$ cat config.mk
export PLATFORM = sky130hd
export DESIGN_NAME = carrier_mixer_accum
export DESIGN_NICKNAME = d
export VERILOG_FILES = /design/src/rtl/namuru_corr_pkg.sv /design/src/rtl/carrier_mixer.sv /design/src/rtl/carrier_mixer_accum.sv
export SDC_FILE = /design/constraint.sdc
export NUM_CORES = 1
export LEC_CHECK = 0
export CELL_PAD_IN_SITES_DETAIL_PLACEMENT = 1
export CELL_PAD_IN_SITES_GLOBAL_PLACEMENT = 2
export CORE_UTILIZATION = 40
export CTS_BUF_LIST = sky130_fd_sc_hd__clkbuf_16
export CTS_CLUSTER_SIZE = 25
export DETAILED_ROUTE_END_ITERATION = 7
export DONT_BUFFER_PORTS = 1
export PLACE_DENSITY = 0.75
export SYNTH_ARGS = -nofsm -noshare
export SYNTH_HDL_FRONTEND = slang
export SYNTH_SLANG_ARGS = --single-unit
$ cat constraint.sdc
create_clock -name clk -period 4.25 [get_ports clk]
set_input_delay 0.85 -clock clk [delete_from_list [all_inputs] [get_ports clk]]
set_output_delay 0.85 -clock clk [all_outputs]
set_load 0.1 [all_outputs]
$ cat src/rtl/namuru_corr_pkg.sv
// Shared correlator types and arithmetic helpers: sign/mag sample decode and
// symmetric saturating accumulation.
package namuru_corr_pkg;

  localparam int unsigned ACC_W_DEF = 16;
  localparam int unsigned MIX_W     = 4;
  localparam int unsigned SAT_W     = 34;

  typedef struct packed {
    logic sign;
    logic mag;
  } sm2_t;

  // Raw IF sample: +-1 / +-3
  function automatic logic signed [2:0] decode_if(input sm2_t s);
    logic signed [2:0] v;
    v = s.mag ? 3'sd3 : 3'sd1;
    return s.sign ? v : -v;
  endfunction

  // NCO carrier: +-1 / +-2
  function automatic logic signed [2:0] decode_carr(input sm2_t s);
    logic signed [2:0] v;
    v = s.mag ? 3'sd2 : 3'sd1;
    return s.sign ? v : -v;
  endfunction

  // Add a product and clamp to +-(2^(w-1)-1); the wide sum cannot overflow
  function automatic logic signed [SAT_W-1:0] sat_add(
    input logic signed [SAT_W-1:0] a,
    input logic signed [MIX_W-1:0] b,
    input int unsigned             w
  );
    logic signed [SAT_W-1:0] lim;
    logic signed [SAT_W-1:0] s;
    lim = (SAT_W'(1) << (w - 1)) - SAT_W'(1);
    s   = a + SAT_W'(b);
    if (s > lim) begin
      s = lim;
    end else if (s < -lim) begin
      s = -lim;
    end
    return s;
  endfunction

endpackage

$ cat src/rtl/carrier_mixer.sv
// One correlator arm's product: IF sample x carrier x code chip, range +-6.
module carrier_mixer
  import namuru_corr_pkg::*;
(
  input  sm2_t                    if_s,
  input  sm2_t                    carr,
  input  logic                    code_bit,
  output logic signed [MIX_W-1:0] mix_c
);

  logic signed [MIX_W-1:0] prod;

  always_comb begin
    prod  = MIX_W'(decode_if(if_s)) * MIX_W'(decode_carr(carr));
    mix_c = code_bit ? prod : -prod;
  end

endmodule

$ cat src/rtl/carrier_mixer_accum.sv
// Correlator arm: carrier wipe-off and code mix, saturating I/Q integration,
// dump latch with valid/ack handshake and sticky overrun.
module carrier_mixer_accum
  import namuru_corr_pkg::*;
#(
  parameter int unsigned ACC_W = ACC_W_DEF
) (
  input  logic                    clk,
  input  logic                    rst,
  input  logic                    sample_en,
  input  logic                    if_sign,
  input  logic                    if_mag,
  input  logic                    i_sign,
  input  logic                    i_mag,
  input  logic                    q_sign,
  input  logic                    q_mag,
  input  logic                    code_bit,
  input  logic                    dump,
  input  logic                    dump_ack,
  output logic signed [ACC_W-1:0] acc_i,
  output logic signed [ACC_W-1:0] acc_q,
  output logic                    dump_valid,
  output logic                    overrun
);

  sm2_t                    if_smp;
  sm2_t                    carr_i;
  sm2_t                    carr_q;
  logic signed [MIX_W-1:0] mix_i_c;
  logic signed [MIX_W-1:0] mix_q_c;

  logic signed [MIX_W-1:0] mix_i_s1;
  logic signed [MIX_W-1:0] mix_q_s1;
  logic                    en_s1;
  logic                    dump_s1;

  logic signed [ACC_W-1:0] sum_i;
  logic signed [ACC_W-1:0] sum_q;
  logic signed [ACC_W-1:0] sum_i_nxt;
  logic signed [ACC_W-1:0] sum_q_nxt;

  assign if_smp = {if_sign, if_mag};
  assign carr_i = {i_sign, i_mag};
  assign carr_q = {q_sign, q_mag};

  carrier_mixer u_mix_i (
    .if_s     (if_smp),
    .carr     (carr_i),
    .code_bit (code_bit),
    .mix_c    (mix_i_c)
  );

  carrier_mixer u_mix_q (
    .if_s     (if_smp),
    .carr     (carr_q),
    .code_bit (code_bit),
    .mix_c    (mix_q_c)
  );

  // Stage 1: register products and qualifiers
  always_ff @(posedge clk or posedge rst) begin
    if (rst) begin
      mix_i_s1 <= '0;
      mix_q_s1 <= '0;
      en_s1    <= 1'b0;
      dump_s1  <= 1'b0;
    end else begin
      mix_i_s1 <= mix_i_c;
      mix_q_s1 <= mix_q_c;
      en_s1    <= sample_en;
      dump_s1  <= dump;
    end
  end

  // The dump-cycle sample opens the new interval rather than closing the old one
  always_comb begin
    sum_i_nxt = sum_i;
    sum_q_nxt = sum_q;
    if (dump_s1) begin
      sum_i_nxt = en_s1 ? ACC_W'(mix_i_s1) : '0;
      sum_q_nxt = en_s1 ? ACC_W'(mix_q_s1) : '0;
    end else if (en_s1) begin
      sum_i_nxt = ACC_W'(sat_add(SAT_W'(sum_i), mix_i_s1, ACC_W));
      sum_q_nxt = ACC_W'(sat_add(SAT_W'(sum_q), mix_q_s1, ACC_W));
    end
  end

  // Stage 2: accumulate, latch on dump, run the handshake
  always_ff @(posedge clk or posedge rst) begin
    if (rst) begin
      sum_i      <= '0;
      sum_q      <= '0;
      acc_i      <= '0;
      acc_q      <= '0;
      dump_valid <= 1'b0;
      overrun    <= 1'b0;
    end else begin
      sum_i <= sum_i_nxt;
      sum_q <= sum_q_nxt;
      if (dump_s1) begin
        acc_i      <= sum_i;
        acc_q      <= sum_q;
        dump_valid <= 1'b1;
        if (dump_valid && !dump_ack) begin
          overrun <= 1'b1;
        end
      end else if (dump_ack && dump_valid) begin
        dump_valid <= 1'b0;
        overrun    <= 1'b0;
      end
    end
  end

endmodule

==> impl_metrics.json, run 1 <==
{
  "status": "complete, no violations",
  "postCtsHoldBufs": 0,
  "wirelength_mm": 12.0,
  "ys_ff_latch": 76,
  "critPathArrivalTime_ns": 3.79,
  "rsz0062_at_grt": "no",
  "drive_gt1_frac": 0.134,
  "period_share": 0.835,
  "synthCells": 513,
  "ys_top_cells_by_area": "dfrtp_1 (38%), ha_1 (9.5%), mux2_2 (7.7%)",
  "syn-cell-area_sq_um": 4980,
  "finalSetupTns_ns": 0,
  "antennaDiodeCount": 0,
  "critPathTopFamily": "compound AO/OA/AOI/OAI gates",
  "num_rows": 40,
  "clk_path_buf_depth": 2,
  "clkLatencyLatePin_ns": 0.35,
  "fmax_ghz": 0.282,
  "remaining_drc_errors": 0,
  "cts_buffers": 9,
  "fin_skew_ns": 0.0126,
  "port_buffers": 0,
  "regArea_sq_um": 1900,
  "netlist.area_leader.share": 0.382,
  "path_common_cell": "or4_1",
  "yosysMostFrequentCell": "dfrtp_1",
  "final_antenna_net_count": 0,
  "hold_path.class": "input port to flop",
  "grt_pass1_wl_mm": 20.3,
  "synth_ff_type": "dfrtp_1",
  "ys_async_sr_fraction": 1.00,
  "cts_tree": "yes",
  "cp.buffers_inverters": 0,
  "areaGrowthSynthToFinish_pct": 9.57,
  "yosysUniqueCellTypes": 61,
  "cts-htree-levels": 3,
  "antenna_found_initial": 0,
  "post_cts_buffers": 0,
  "ctsResizeCount": 0,
  "fill_cells": 1364,
  "drv_slew": 0,
  "synth_top_area_cell": "dfrtp_1",
  "coreArea_sq_um": 12100,
  "vias_per_cell": 5.60,
  "pin_count": 46,
  "yosys_warnings": 0,
  "dp_hpwl_mm": 8.88,
  "crit_slowest_cell": "dfrtp_1",
  "synth_area_per_cell_sq_um": 9.71,
  "vias": 3818,
  "criticalPathCategory": "flop to flop",
  "worstPathRequired_ns": 4.49,
  "grt_pass1_vias": 4052,
  "wl_per_cell_um": 17.6,
  "path_cells": "ha_1, a2111o_1, o21bai_4, a31oi_4, xnor2_1, or4_1, or4_1, o41ai_2",
  "path_max_fanout": 15,
  "critPathCaptureType": "flop",
  "worst_slew_pin_slew_ns": 0.954,
  "drtIter0Drc": 139,
  "maxCapViolCount": 0,
  "grt_overflow": 0,
  "slowest_delay_ns": 0.78,
  "clk_pin_slew_worst_paths_ns": 0.07,
  "synth_edf_count": 0,
  "die_y_um": 114,
  "multi_input_area_sq_um": 2910,
  "slew_headroom": 0.364,
  "cts-root-buf": "clkbuf_16",
  "dieArea_sq_um": 12900,
  "min_period_ns": 3.55,
  "track_usage": 0.203,
  "syn-num-nets": 567,
  "ys_seq_area_frac": 0.382,
  "synth_common_cells": "dfrtp_1 (76), nand2_1 (48), ha_1 (38)",
  "grt_max_degree": 53,
  "setup_viol": 0,
  "fp.dieW_um": 114,
  "startpoint_type": "flop",
  "start_util": 0.413,
  "cts_sinks": 76,
  "first_pass_iters": 4,
  "num-nets-final": 563,
  "place.gp.congestion": 0.867,
  "finalHoldViolCount": 0
}
## stage by stage
stage | util | hold slack (ns) | instance area, sq um | setup WS (ns) | std cells
after floorplan | - | 0.479 | 4980 | 1.15 | 513
after global placement | 0.428 | 0.533 | 5170 | 0.756 | 666
after detailed placement | 0.428 | 0.531 | 5170 | 0.716 | 666
after CTS | 0.453 | 0.513 | 5460 | 0.668 | 682
after global routing | 0.453 | 0.508 | 5460 | 0.518 | 682
final | 0.453 | 0.520 | 5460 | 0.700 | 682
## worst register-to-register path: stages (launching register included)
cell and delay, ns:
dfrtp_1 0.78, ha_1 0.42, a2111o_1 0.49, o21bai_4 0.21
a31oi_4 0.20, xnor2_1 0.13, or4_1 0.54, or4_1 0.43
o41ai_2 0.25
## cells by family (layout without fill, tap and decap cells)
group / Yosys count / in the layout / synth area share
AOI/OAI and AO/OA: 136 / 136 / 0.194
DFF: 76 / 76 / 0.382
xor gates and xnor gates: 32 / 32 / 0.0562
and+or+nand+nor: 144 / 144 / 0.141
muxes: 35 / 35 / 0.0788
adders and majority gates: 43 / 43 / 0.113
buffers and inverters: 47 / 48 / 0.0354
## sequential cells by signal, indices dropped and copies added (netlist names)
signal / flops
acc_i: 16
acc_q: 16
sum_i: 16
sum_q: 16
mix_i_s1: 4
mix_q_s1: 4
dump_s1: 1
dump_valid: 1
en_s1: 1
overrun: 1
## final timing paths
path | start | endpoint | slack [ns] | cells past startpoint
max in group asynchronous | rst | acc_q[6] | 2.84 | 2
worst min register to register | sum_q[8] | sum_q[8] | 0.55 | 1
worst max-delay path | mix_i_s1[3] | sum_i[0] | 0.70 | 8
worst min-delay path | dump | dump_s1 | 0.52 | 0
worst max register to register | mix_i_s1[3] | sum_i[0] | 0.70 | 8
min in group asynchronous | rst | acc_i[9] | 0.56 | 1
## routing by layer
| metal | GRT usage | vias to the layer above | share of wire |
|---|---|---|---|
| met1 | 0.287 | 1900 | 0.50 |
| met5 | 0 | - | 0 |
| met4 | 0.0754 | 0 | 0.015 |
| li1 | - | 1855 | - |
| met3 | 0.0420 | 13 | 0.036 |
| met2 | 0.304 | 50 | 0.44 |
## layout make-up
type / count / share of cell area
Tap cell: 168 / 0.0385
Clock buffer: 9 / 0.0412
Sequential cell: 76 / 0.349
Timing Repair Buffer: 7 / 0.00962
Multi-Input combinational cell: 390 / 0.532
Inverter: 25 / 0.0174
Clock inverter: 7 / 0.0126
## cells in the final DEF (no fill, tap or decap), drive strengths merged, types with 8 or more instances in the layout
master / count
a21oi: 34
nand3: 12
nor3: 9
mux2: 34
xnor2: 21
xor2: 11
clkbuf: 9
nand2: 48
dfrtp: 76
a22oi: 11
ha: 38
nor2: 34
o21ai: 27
and3: 8
inv: 25
Power of run 1 is not shown: default switching activity piles up to over one toggle a cycle in this logic, so the estimate is an artifact.
==> run 2, diff against run 1 <==
- CORE_UTILIZATION: 40 -> 37
- PLACE_DENSITY: 0.75 -> 0.73
- clock period: 4.25 -> 3.1 ns (I/O delays scaled with it)
==> run 2 against run 1 <==
Effect of this change: via count grew 2.7%; final area grew 7.0%; register-to-register slack worse by 0.68 ns; cell count up 5.3%; non-clock buffer count up 28; clock skew fell by 0.0038 ns; critical endpoint unchanged; maximum frequency grew 15%; critical path depth unchanged; critical path type unchanged; sequential share of layout area decreased by 2.3 points.
==> impl_metrics.json, run 2 (synthesized netlist as in run 1, its figures left out) <==
{
  "criticalPathCategory": "flop to flop",
  "period_share": 0.995,
  "dp_hpwl_mm": 9.42,
  "clkLatencyLatePin_ns": 0.35,
  "drtIter0Drc": 163,
  "antenna_found_initial": 0,
  "first_pass_iters": 4,
  "finalHoldViolCount": 0,
  "design_area_sq_um": 5840,
  "worstPathRequired_ns": 3.34,
  "postCtsHoldBufs": 0,
  "antennaDiodeCount": 0,
  "critPathCaptureType": "flop",
  "fin_skew_ns": 0.00882,
  "fp.dieW_um": 118,
  "die_y_um": 118,
  "clk_pin_slew_worst_paths_ns": 0.06,
  "clk_path_buf_depth": 2,
  "mostFrequentLayoutCell": "dfrtp_1",
  "port_buffers": 0,
  "status": "complete, no violations",
  "coreArea_sq_um": 13200,
  "start_util": 0.378,
  "cts_tree": "yes",
  "num_rows": 42,
  "hold_path.class": "input port to async pin",
  "vias_per_cell": 5.46,
  "wirelength_mm": 12.8,
  "remaining_drc_errors": 0,
  "cts-root-buf": "clkbuf_16",
  "cts-htree-levels": 3,
  "critPathArrivalTime_ns": 3.32,
  "grt_pass1_wl_mm": 21.3,
  "grt_pass1_vias": 4130,
  "cts_sinks": 76,
  "slew_headroom": 0.366,
  "drv_slew": 0,
  "fmax_ghz": 0.324,
  "place.gp.congestion": 0.851,
  "final_antenna_net_count": 0,
  "drive_gt1_frac": 0.227,
  "grt_max_degree": 49,
  "num-nets-final": 591,
  "rsz0062_at_grt": "yes",
  "layout_common_cells": "dfrtp_1 (74), nand2_1 (47), mux2_2 (34), buf_4 (34), nor2_1 (33)",
  "setup_viol": 0,
  "placed_area_sq_um": 5340,
  "path_max_fanout": 4,
  "layout.cells.non_filler": 718,
  "ff2ff_setup_slack_ns": 0.02,
  "fin_hold_ws_ns": 0.213,
  "grt_overflow": 0,
  "vias": 3920,
  "startpoint_type": "flop",
  "worst_slew_pin_slew_ns": 0.952,
  "min_period_ns": 3.08,
  "dieArea_sq_um": 13900,
  "maxCapViolCount": 0,
  "dpl.cell_count": 696,
  "fin_util": 0.443,
  "track_usage": 0.195,
  "pin_count": 46,
  "areaGrowthSynthToFinish_pct": 17.2,
  "wl_per_cell_um": 17.8,
  "cts_buffers": 9
}
[run 2: final timing paths]
path	to	depth (start not counted)	start
min	sum_i[10]	1	rst
min in group clk	dump_s1	0	dump
max reg2reg	sum_i[0]	8	sum_i[2]
max in group asynchronous	acc_q[2]	2	rst
max	sum_i[0]	8	sum_i[2]
min reg2reg	acc_q[0]	1	sum_q[0]
[run 2: worst max-delay path: stages (launching register included)]
cell and delay [ns]:
dfrtp_1 0.40, ha_1 0.37, o211ai_1 0.32, o21ai_0 0.16
xor2_1 0.17, or4_1 0.43, or4_1 0.42, or4_4 0.44
o41ai_4 0.26
[run 2: area by class of cell]
cell class	count	area (sq um)
fillers	1496	7350
multi-input cells	390	3050
flip-flops and latches	76	1900
repair buffers	35	275
clock buffers	9	225
well taps	176	220
inverters	25	95.1
clock inverters	7	68.8
[run 2: timing repair]
item / 4_1_cts / 5_1_grt
buffers inserted: 0 / 6
pin swaps: 0 / 4
cloned: 0 / 0
setup endpoints to repair: 6 / 29
gates resized for setup: 5 / 30
[run 2: per-stage QoR]
step	setup WS [ns]	TNS, ns
final	0.0163	0
after global routing	-0.133	-0.194
after CTS	-0.0908	-0.0908
after detailed placement	-0.106	-0.196
after global placement	-0.110	-0.110
after floorplan	0.0967	0
[run 2: routing by layer]
layer	vias up	track usage	wire length, um
li1	1908	-	-
met2	53	0.295	5870
met3	8	0.0475	467
met4	0	0.0625	112
met1	1951	0.271	6310
met5	-	0	0
Power of run 2 is left out for the same reason.
